### config.mk
export PLATFORM = sky130hd
export DESIGN_NAME = i8080_input
export DESIGN_NICKNAME = d
export VERILOG_FILES = /design/src/rtl/i8080_input_pkg.sv /design/src/rtl/i8080_input_byte_fifo.sv /design/src/rtl/i8080_input.sv
export SDC_FILE = /design/constraint.sdc
export NUM_CORES = 1
export LEC_CHECK = 0
export ABC_CLOCK_PERIOD_IN_PS = 2250
export CAP_MARGIN = 10
export CORE_ASPECT_RATIO = 0.75
export CORE_MARGIN = 3
export CORE_UTILIZATION = 33
export CTS_BUF_LIST = sky130_fd_sc_hd__clkbuf_2
export DETAILED_ROUTE_END_ITERATION = 7
export PLACE_DENSITY = 0.52
export SETUP_SLACK_MARGIN = 0.05
export SLEW_MARGIN = 25
export SYNTH_ARGS = -nofsm -noshare
export SYNTH_HDL_FRONTEND = slang
export SYNTH_SLANG_ARGS = --single-unit
### constraint.sdc
create_clock -name clk -period 2.25 [get_ports clk]
set_input_delay 0.5625 -clock clk [delete_from_list [all_inputs] [get_ports clk]]
set_output_delay 0.5625 -clock clk [all_outputs]
set_load 0.01 [all_outputs]
### src/rtl/i8080_input_pkg.sv
// Host-link definitions shared by the i8080 input and output blocks.
package i8080_input_pkg;

    // Opcode bytes that open a host-link frame.
    localparam logic [7:0] OPCODE_OUT = 8'h03;
    localparam logic [7:0] OPCODE_IN  = 8'h04;

    // Frame parser: idle until an opcode arrives, then expect one payload byte.
    typedef enum logic {
        WAIT_OP   = 1'b0,
        WAIT_DATA = 1'b1
    } parse_state_t;

endpackage

### src/rtl/i8080_input_byte_fifo.sv
// Synchronous first-word-fall-through byte FIFO with registered occupancy count.
module byte_fifo #(
    parameter int DEPTH  = 4,
    parameter int DATA_W = 8
) (
    input  logic                       clk,
    input  logic                       rst,
    input  logic                       push,
    input  logic [DATA_W-1:0]          push_data,
    input  logic                       pop,
    output logic [DATA_W-1:0]          pop_data,
    output logic                       full,
    output logic                       empty,
    output logic [$clog2(DEPTH):0]     count
);

    localparam int AW = $clog2(DEPTH);
    localparam int CW = AW + 1;

    logic [DATA_W-1:0] mem [DEPTH];
    logic [AW-1:0]     rd_ptr;
    logic [AW-1:0]     wr_ptr;
    logic              do_pop;
    logic              do_push;

    assign empty = (count == '0);
    assign full  = (count == CW'(DEPTH));

    // A pop on an empty FIFO is ignored; a push while full only fits if a pop frees a slot.
    assign do_pop  = pop && !empty;
    assign do_push = push && (!full || do_pop);

    // Head is shown directly; the bus reads zero while nothing is stored.
    assign pop_data = empty ? '0 : mem[rd_ptr];

    // Pointer and count bookkeeping; pointers wrap naturally at the power-of-two depth.
    always_ff @(posedge clk) begin
        if (rst) begin
            rd_ptr <= '0;
            wr_ptr <= '0;
            count  <= '0;
        end else begin
            if (do_pop)
                rd_ptr <= rd_ptr + AW'(1);
            if (do_push)
                wr_ptr <= wr_ptr + AW'(1);
            count <= count + CW'(do_push) - CW'(do_pop);
        end
    end

    // Storage is left uninitialised; only the pointers define what is valid.
    always_ff @(posedge clk) begin
        if (do_push)
            mem[wr_ptr] <= push_data;
    end

endmodule

### src/rtl/i8080_input.sv
// Host-to-CPU input path: parses opcode/payload frames from the UART and
// queues payload bytes for the CPU IN port.
module i8080_input #(
    parameter int         DEPTH     = 4,
    parameter logic [7:0] OPCODE_IN = 8'h04
) (
    input  logic       clk,
    input  logic       rst,
    input  logic       uart_valid,
    input  logic [7:0] uart_data,
    input  logic       rd,
    output logic [7:0] data,
    output logic       avail,
    output logic       overflow,
    input  logic       ovf_clr
);

    import i8080_input_pkg::*;

    localparam int CW = $clog2(DEPTH) + 1;

    parse_state_t      state;
    parse_state_t      state_nxt;
    logic              payload_push;
    logic              rd_pop;
    logic              drop;
    logic              fifo_full;
    logic              fifo_empty;
    logic [CW-1:0]     fifo_count;

    byte_fifo #(
        .DEPTH  (DEPTH),
        .DATA_W (8)
    ) u_fifo (
        .clk       (clk),
        .rst       (rst),
        .push      (payload_push),
        .push_data (uart_data),
        .pop       (rd),
        .pop_data  (data),
        .full      (fifo_full),
        .empty     (fifo_empty),
        .count     (fifo_count)
    );

    assign avail  = !fifo_empty;
    assign rd_pop = rd && (fifo_count != '0);
    // A payload is lost only when the FIFO is full and no read frees a slot this cycle.
    assign drop   = payload_push && fifo_full && !rd_pop;

    // Parser state register; reset abandons any half-received frame.
    always_ff @(posedge clk) begin
        if (rst)
            state <= WAIT_OP;
        else
            state <= state_nxt;
    end

    // Parser next state and payload push decision; idle cycles hold the state.
    always_comb begin
        state_nxt    = state;
        payload_push = 1'b0;
        case (state)
            WAIT_OP: begin
                if (uart_valid && uart_data == OPCODE_IN)
                    state_nxt = WAIT_DATA;
            end
            WAIT_DATA: begin
                if (uart_valid) begin
                    payload_push = 1'b1;
                    state_nxt    = WAIT_OP;
                end
            end
            default: state_nxt = WAIT_OP;
        endcase
    end

    // Sticky overflow flag; a new drop wins over a clear in the same cycle.
    always_ff @(posedge clk) begin
        if (rst)
            overflow <= 1'b0;
        else if (drop)
            overflow <= 1'b1;
        else if (ovf_clr)
            overflow <= 1'b0;
    end

endmodule

==> results of run 1 <==
[flip-flops by register name (all words and copies together) (netlist names), named ones only]
name / count
u_fifo.rd_ptr: 2
u_fifo.wr_ptr: 2
u_fifo.mem: 32
state: 1
overflow: 1
u_fifo.count: 3
[repair_timing]
item	in CTS	in global routing
resized for setup	38	9
gates cloned	0	0
endpoints found under the setup margin	9	10
endpoints found under the hold margin	0	0
pin swaps	0	1
buffers inserted	1	2
[worst min-delay path by stage]
stage | to | cells past startpoint | slack [ns] | start
global placement | overflow$_SDFFE_PP0P_ | 2 | 0.48 | overflow$_SDFFE_PP0P_
CTS | overflow$_SDFFE_PP0P_ | 2 | 0.53 | overflow$_SDFFE_PP0P_
finish | overflow$_SDFFE_PP0P_ | 2 | 0.52 | overflow$_SDFFE_PP0P_
detailed placement | overflow$_SDFFE_PP0P_ | 2 | 0.49 | overflow$_SDFFE_PP0P_
floorplan | state$_SDFF_PP0_ | 2 | 0.48 | state$_SDFF_PP0_
global route | overflow$_SDFFE_PP0P_ | 2 | 0.56 | overflow$_SDFFE_PP0P_
[per-stage QoR]
step / cell area (um2) / setup slack, ns
after CTS: 2240 / -0.0224
after detailed placement: 2190 / -0.390
final: 2300 / 0.0160
after floorplan: 1810 / 0.176
after global placement: 2190 / -0.320
after global routing: 2300 / -0.0961
[worst min-delay path, stage by stage (launching register included)]
cell and delay [ns]:
dfxtp_1 0.36, a32oi_1 0.06, nor2_1 0.07
[cell usage after synthesis, drive strengths merged, types with 2 or more instances]
library cell / number / area, um2
buf: 2 / 12.5
and2: 4 / 30.0
clkbuf: 2 / 7.51
nor4b: 3 / 41.3
ha: 6 / 75.1
nand2b: 3 / 18.8
nor3: 2 / 10.0
nand2: 2 / 7.51
xnor2: 2 / 17.5
dfxtp: 11 / 220
mux4: 8 / 180
a21oi: 2 / 10.0
inv: 9 / 33.8
nor2: 7 / 33.8
nor2b: 10 / 62.6
edfxtp: 32 / 961
o21ai: 2 / 10.0
[power by group through the flow]
| stage | Sequential (W) | Combinational, W | Clock (W) |
|---|---|---|---|
| final | 0.000972 | 0.000905 | 0.000433 |
| after CTS | 0.000962 | 0.000836 | 0.000449 |
| after global placement | 0.000971 | 0.000835 | 0 |
| after detailed placement | 0.000971 | 0.000851 | 0 |
| after floorplan | 0.000955 | 0.000472 | 0 |
| after global routing | 0.000981 | 0.000996 | 0.000485 |
[cell type report]
cell class,count,area (um2)
multi-input cells,59,614
fillers,463,2790
flip-flops and latches,43,1190
clock inverters,1,30.0
inverters,9,33.8
repair buffers,33,305
clock buffers,7,35.0
well taps,72,90.1
[cell families (layout without fill, tap and decap cells)]
kind of cell             Yosys count  count (layout)  synth area share, %
multiplexers                      10              10                 11.3
XOR/XNOR                           3               3                 1.45
flip-flops                        43              43                 65.1
AO/OA/AOI/OAI                      6               6                 2.00
AND/OR/NAND/NOR                   33              33                 11.9
adder cells (fa/ha/maj)            7               7                 5.24
buffers and inverters             13              50                 2.97
[layer usage]
metal,up-vias,part of all wire [%],track usage (%)
met2,27,49,17.4
met4,0,1.3,4.52
met1,521,44,14.7
met5,-,0,0
li1,487,-,-
met3,5,4.8,3.23
==> flow_summary.ini, run 1 <==
[critical_path]
path_cells = buf_12 -> mux4_2 -> nor2b_1 -> buf_2
path_buf_inv = 2
end_kind = output port
crit_required_ns = 1.69
cp-endpoint = data[7]
critPathMaxStageDelay_ns = 0.49
cp-start-kind = flop
rr_worst_depth = 9
worstReg2RegStart = u_fifo.count[2]$_SDFF_PP0_
cp.arrival_ns = 1.67
r2r-end = u_fifo.count[2]$_SDFF_PP0_
slowest_stage = mux4_2
r2r_slack_ns = 0.22
critPathKind = flop to output port
cp.depth = 4
crit_family = multiplexers
cp_max_fo = 8

[grt]
grt_max_degree = 14
grt_pass1_vias = 1021
grt_pass1_wl_um = 5310
grt_overflow_total = 0
grtUsageTotal_pct = 11.2
antenna_found_initial = 0

[clock_tree]
cts_tree = done
h-tree-depth = 2
numCtsBuffers = 5
clockRootBuffer = clkbuf_2
postCtsHoldBufs = 0
clk_path_buf_depth = 2
clkSinkCount = 43
insertion_delay_ns = 0.39
clk_pin_slew_ns = 0.19

[route]
ant_nets = 0
drc = 0
drt_iter0_markers = 69
via_per_inst = 4.64
finalWirelength_um = 3400
dr.pass1.iters = 4
wl_per_cell_um = 15.2
num_vias = 1040

[synth]
syn_area_mm2 = 0.00181
synth_nets = 135
ys_async_sr_fraction_pct = 0
syn-mean-instance-area_um2 = 15.8
ys.warnings.count = 0
ys_seq_area_share_pct = 65.1
postSynthCellCount = 115
synth-seq-cells = 43
synthFlopType = edfxtp_1
ys_types = 29
synth_edf_count = 32

[die]
start_util_pct = 35.6
io_pins = 23
core_area_mm2 = 0.00509
fp-row-count = 22
dieArea_mm2 = 0.00643
dieHeight_um = 70.2
fp.dieW_um = 91.6

[pwr]
p_per_area_mw_per_mm2 = 1000
switching_share_pct = 30.0
ir_worst_vdd_uv = 312
p_comb_share_pct = 39.2
power.leakage_nw = 0.838
pwr-share-clk_pct = 18.8
p_switching_w = 0.000692
p_seq_share_pct = 42.1
internal-power_w = 0.00162
total_power_w = 0.00231

[sta]
tightest_slew_ns = 0.400
max_slew_margin_pct = 72.9
timing.hold.ws_ns = 0.518
rsz0062_at_grt = yes
hold_viol = 0
fin_tns_setup_ns = 0
post-route-min-period_ns = 2.23
finalMaxSlewViolations = 0
fmax_ghz = 0.448
skew_ns = 0.0233
setup_viol = 0
finalCritPeriodShare_pct = 99.3

[place]
gp_congestion = 0.691
dp.cells = 213
dp_hpwl_um = 2280
port_buffers = 22

[cells_and_area]
syn_to_final_growth_pct = 26.8
most-common-layout-cells = edfxtp_1 (32), clkdlybuf4s50_1 (12), inv_1 (9), buf_4 (9)
nets = 171
layout_commonest_cell = edfxtp_1
drive_gt1_share_pct = 32.9
final_cell_count_no_fill = 224
final_util_pct = 45.2
n_antenna_cell = 0

[worst_hold_path]
min_path_type = flop to flop

[outcome]
status = finished, final reports clean

[flow_run]
cap_viol_max_count = 0
(Power assumes the default switching activity.)
==> run 2, diff against run 1 <==
--- a/config.mk
+++ b/config.mk
@@ -9,10 +9,11 @@
 export CAP_MARGIN = 10
 export CORE_ASPECT_RATIO = 0.75
 export CORE_MARGIN = 3
-export CORE_UTILIZATION = 33
+export CORE_UTILIZATION = 30
 export CTS_BUF_LIST = sky130_fd_sc_hd__clkbuf_2
 export DETAILED_ROUTE_END_ITERATION = 7
-export PLACE_DENSITY = 0.52
+export PLACE_DENSITY = 0.48
+export REMOVE_ABC_BUFFERS = 1
 export SETUP_SLACK_MARGIN = 0.05
 export SLEW_MARGIN = 25
 export SYNTH_ARGS = -nofsm -noshare
==> run 2 against run 1 <==
  * Maximum frequency down 0.56%
  * Sequential cell count stayed put
  * Design area rose by 1.3%
  * Count of clock-buffer cells in the layout decreased by 2
  * Combinational power increased by 13%
==> flow_summary.ini, run 2 (synthesis results as in run 1) <==
[outcome]
status = finished, final reports clean

[route]
finalWirelength_um = 3420
ant_nets = 0
num_vias = 999
drc = 0
dr.pass1.iters = 4
wl_per_cell_um = 15.0
via_per_inst = 4.38
drt_iter0_markers = 56

[die]
io_pins = 23
fp-row-count = 23
dieArea_mm2 = 0.00702
core_area_mm2 = 0.00558
fp.dieW_um = 95.8
start_util_pct = 32.5
dieHeight_um = 73.3

[critical_path]
cp-endpoint = data[5]
worstReg2RegStart = u_fifo.count[2]$_SDFF_PP0_
cp-start-kind = flop
cp.arrival_ns = 1.68
rr_worst_depth = 9
r2r-end = u_fifo.count[2]$_SDFF_PP0_
crit_required_ns = 1.69
end_kind = output port
r2r_slack_ns = 0.17
cp_max_fo = 8
critPathKind = flop to output port

[clock_tree]
clk_pin_slew_ns = 0.21
clockRootBuffer = clkbuf_2
numCtsBuffers = 5
insertion_delay_ns = 0.42
clkSinkCount = 43
h-tree-depth = 2
cts_tree = done
clk_path_buf_depth = 2

[grt]
antenna_found_initial = 0
grt_pass1_wl_um = 5550
grt_pass1_vias = 1108
grt_overflow_total = 0
grt_max_degree = 16
grtUsageTotal_pct = 11.1

[cells_and_area]
reg_top3 = u_fifo.mem x32, u_fifo.count x3
most-common-layout-cells = edfxtp_1 (32), clkdlybuf4s50_1 (12), buf_4 (10), inv_1 (9), mux4_2 (8)
fill_cells = 533
layout_commonest_cell = edfxtp_1
drive_gt1_share_pct = 35.3
nets = 172
syn_to_final_growth_pct = 28.5
max_flop_register = u_fifo.mem
n_antenna_cell = 0
largest_register_ffs = 32

[sta]
timing.hold.ws_ns = 0.518
setup_viol = 0
fin_ws_ns = 0.00346
fmax_ghz = 0.445
finalMaxSlewViolations = 0
post-route-min-period_ns = 2.25
max_slew_margin_pct = 80.2
hold_viol = 0
skew_ns = 0.0241
finalCritPeriodShare_pct = 99.8
tightest_slew_ns = 0.296
rsz0062_at_grt = yes

[pwr]
p_per_area_mw_per_mm2 = 1000
power.leakage_nw = 0.833
ir_worst_vdd_uv = 274

[place]
dp_hpwl_um = 2370
post-place-ws_ns = -0.407
port_buffers = 22
gp_congestion = 0.779

[flow_run]
cap_viol_max_count = 0

[worst_hold_path]
min_path_type = flop to flop
hp-start = overflow$_SDFFE_PP0P_
run 2: cell count changes in the layout (fill, tap and decap cells not counted), sizes merged:
cell / before / now
dlygate4sd2: 0 / 1
inv: 9 / 10
clkbuf: 7 / 5
buf: 19 / 20
bufinv: 1 / 0
dlymetal6s2s: 2 / 1
clkinvlp: 0 / 2
run 2: how the worst min path moves through the flow:
stage | cells past startpoint | slack (ns) | endpoint
6_report | 2 | 0.52 | overflow$_SDFFE_PP0P_
5_1_grt | 2 | 0.58 | overflow$_SDFFE_PP0P_
4_1_cts | 2 | 0.53 | overflow$_SDFFE_PP0P_
3_5_place_dp | 2 | 0.49 | overflow$_SDFFE_PP0P_
3_3_place_gp | 2 | 0.48 | overflow$_SDFFE_PP0P_
2_1_floorplan | 2 | 0.48 | state$_SDFF_PP0_
run 2: stage by stage:
step / TNS [ns] / util [%] / total power [W] / area [um2] / std cells
floorplan: 0 / - / 0.00140 / 1790 / 111
global placement: -0.469 / 39.3 / 0.00182 / 2190 / 216
detailed placement: -0.775 / 39.3 / 0.00182 / 2190 / 216
CTS: -0.252 / 40.3 / 0.00219 / 2250 / 228
global route: -0.797 / 41.7 / 0.00250 / 2330 / 228
finish: 0 / 41.7 / 0.00233 / 2330 / 228
run 2: area by class of cell:
| class | instances | area [um2] | area share (%) |
|---|---|---|---|
| flip-flops and latches | 43 | 1190 | 51.0 |
| well taps | 75 | 93.8 | 4.03 |
| clock inverters | 3 | 23.8 | 1.02 |
| multi-input cells | 59 | 637 | 27.3 |
| repair buffers | 34 | 328 | 14.1 |
| clock buffers | 5 | 25.0 | 1.07 |
| inverters | 9 | 33.8 | 1.45 |
run 2: report_power, final:
| group | switching (W) | internal, W | total (W) | leakage, nW |
|---|---|---|---|---|
| clock network | 0.000270 | 0.0000794 | 0.000350 | 0.0256 |
| registers | 0.0000571 | 0.000910 | 0.000967 | 0.379 |
| logic | 0.000436 | 0.000581 | 0.00102 | 0.429 |
run 2: what timing repair did:
item	4_1_cts	5_1_grt
setup endpoints to repair	9	9
setup buffers	4	0
hold buffers	0	0
gates resized for setup	41	15
run 2: layer usage:
metal	up-vias	share of wire [%]	track usage [%]
li1	492	-	-
met1	479	47	15.0
met2	21	47	16.8
met3	7	4.4	3.17
met4	0	1.8	4.73
met5	-	0	0
run 2: critical path: stages (launching register included):
cell and delay [ns]:
dfxtp_2 0.39, buf_12 0.14, mux4_2 0.50, nor2b_4 0.14
buf_6 0.11
==> run 3, diff against run 2 <==
--- a/config.mk
+++ b/config.mk
@@ -7,12 +7,14 @@
 export LEC_CHECK = 0
 export ABC_CLOCK_PERIOD_IN_PS = 2250
 export CAP_MARGIN = 10
+export CELL_PAD_IN_SITES_DETAIL_PLACEMENT = 1
+export CELL_PAD_IN_SITES_GLOBAL_PLACEMENT = 2
 export CORE_ASPECT_RATIO = 0.75
 export CORE_MARGIN = 3
 export CORE_UTILIZATION = 30
 export CTS_BUF_LIST = sky130_fd_sc_hd__clkbuf_2
 export DETAILED_ROUTE_END_ITERATION = 7
-export PLACE_DENSITY = 0.48
+export PLACE_DENSITY = 0.63
 export REMOVE_ABC_BUFFERS = 1
 export SETUP_SLACK_MARGIN = 0.05
 export SLEW_MARGIN = 25
==> run 3 against run 2 <==
  * Die area stayed put
  * Cell count is 0.44% lower
  * Count of clock-buffer cells in the layout stayed put
  * Largest power group is now registers
  * Register-to-register slack hardly changed
  * Critical path depth stayed put
  * Sequential share of layout area is 0.61 points higher
  * Critical endpoint unchanged
  * Total power is 0.61% higher
  * Largest cell class unchanged
  * Hold slack better by 0.0095 ns
  * First-iteration DRC count is 39% lower
  * Setup slack better by 0.0076 ns
  * Design area is 0.97% lower
  * Routed wire length is 6.1% higher
==> flow_summary.ini, run 3 (synthesis results as in run 1) <==
[sta]
rsz0062_at_grt = yes
setup_viol = 0
fin_tns_setup_ns = 0
post-route-min-period_ns = 2.24
max_slew_margin_pct = 78.8
timing.hold.ws_ns = 0.528
tightest_slew_ns = 0.313
fmax_ghz = 0.447
skew_ns = 0.00796
hold_viol = 0
finalMaxSlewViolations = 0
finalCritPeriodShare_pct = 99.5

[cells_and_area]
syn_to_final_growth_pct = 27.3
finish.instance_area_mm2 = 0.00231
max_flop_register = u_fifo.mem
drive_gt1_share_pct = 33.6
most-common-layout-cells = edfxtp_1 (32), clkdlybuf4s50_1 (12), buf_4 (10), inv_1 (9), mux4_2 (8)
layout_commonest_cell = edfxtp_1
largest_register_ffs = 32
n_antenna_cell = 0
reg_top3 = u_fifo.mem x32, u_fifo.count x3
nets = 171

[grt]
grt_max_degree = 14
grt_overflow_total = 0
grtUsageTotal_pct = 11.5
antenna_found_initial = 0
grt_pass1_vias = 1132
grt_pass1_wl_um = 5880

[critical_path]
critPathKind = flop to output port
critPathMaxStageDelay_ns = 0.51
cp-start-kind = flop
path_buf_inv = 2
rr_worst_depth = 9
r2r-end = u_fifo.count[2]$_SDFF_PP0_
r2r_slack_ns = 0.18
cp.arrival_ns = 1.68
cp-endpoint = data[5]
path_cells = buf_12 -> mux4_2 -> nor2b_4 -> buf_6
worstReg2RegStart = u_fifo.count[2]$_SDFF_PP0_
crit_required_ns = 1.69
slowest_stage = mux4_2
crit_family = multiplexers
cp.depth = 4
cp_max_fo = 8
end_kind = output port

[clock_tree]
clockRootBuffer = clkbuf_2
clk_path_buf_depth = 2
cts_tree = done
clkSinkCount = 43
postCtsHoldBufs = 0
numCtsBuffers = 5
clk_pin_slew_ns = 0.20
insertion_delay_ns = 0.39
h-tree-depth = 2

[route]
ant_nets = 0
wl_per_cell_um = 16.0
drt_iter0_markers = 34
drc = 0
finalWirelength_um = 3630
dr.pass1.iters = 4
via_per_inst = 4.52
num_vias = 1025

[pwr]
ir_worst_vdd_uv = 232
total_power_w = 0.00235
power.leakage_nw = 0.826
p_per_area_mw_per_mm2 = 1020

[die]
fp-row-count = 23
core_area_mm2 = 0.00558
io_pins = 23
dieArea_mm2 = 0.00702
start_util_pct = 32.5
fp.dieW_um = 95.8
dieHeight_um = 73.3

[worst_hold_path]
min_path_type = flop to flop

[flow_run]
cap_viol_max_count = 0

[place]
dpl-instance-area_mm2 = 0.00219
port_buffers = 22
gp_congestion = 0.747
dp_hpwl_um = 2660

[outcome]
status = finished, final reports clean
[run 3: cell count changes in the layout (fill, tap and decap cells not counted), sizes merged]
cell	previous run	this run
clkinvlp	2	0
buf	20	19
dlymetal6s2s	1	0
clkinv	0	2
inv	10	9
bufinv	0	1
dlygate4sd2	1	2
[run 3: per-layer routing]
metal	track usage (%)	routed length [um]	part of all wire (%)
met5	0	0	0
met4	4.26	49	1.4
met3	3.58	136	3.8
met2	18.2	1790	49
met1	15.1	1650	45
[run 3: area by class of cell]
type / count / area [um2]
Fill cell: 587 / 3280
Sequential cell: 43 / 1190
Multi-Input combinational cell: 59 / 621
Timing Repair Buffer: 33 / 304
Tap cell: 75 / 93.8
Clock inverter: 3 / 38.8
Inverter: 9 / 33.8
Clock buffer: 5 / 25.0
[run 3: power breakdown]
part,internal (W),switching [W]
combinational,0.000528,0.000424
clock,0.000183,0.000240
sequential,0.000912,0.0000606
total,0.00162,0.000725
[run 3: worst min path at each step]
stage                                  startpoint  cells after the start  slack (ns)                            end
CTS                 u_fifo.rd_ptr[1]$_SDFFE_PP0P_                      2        0.54  u_fifo.rd_ptr[1]$_SDFFE_PP0P_
finish                      overflow$_SDFFE_PP0P_                      2        0.53          overflow$_SDFFE_PP0P_
global placement            overflow$_SDFFE_PP0P_                      2        0.47          overflow$_SDFFE_PP0P_
global route                     state$_SDFF_PP0_                      2        0.56               state$_SDFF_PP0_
detailed placement          overflow$_SDFFE_PP0P_                      2        0.50          overflow$_SDFFE_PP0P_
floorplan                        state$_SDFF_PP0_                      2        0.48               state$_SDFF_PP0_
[run 3: worst min-delay path, delay by kind of cell, from the launching register on]
family / cells / cell delay, ns
AOI/OAI and AO/OA: 1 / 0.06
DFF: 1 / 0.38
and+or+nand+nor: 1 / 0.08
[run 3: through the flow]
| stage | setup WS (ns) | instances | utilization [%] |
|---|---|---|---|
| detailed placement | -0.414 | 217 | 39.2 |
| CTS | -0.0374 | 227 | 40.0 |
| global route | -0.117 | 227 | 41.3 |
| global placement | -0.323 | 217 | 39.2 |
| floorplan | 0.189 | 111 | - |
| finish | 0.0111 | 227 | 41.3 |
[run 3: repair_timing]
| item | 4_1_cts | 5_1_grt |
|---|---|---|
| pin swaps | 0 | 1 |
| setup endpoints to repair | 10 | 9 |
| gates cloned | 0 | 0 |
| setup buffers | 2 | 0 |
| resized for setup | 40 | 14 |
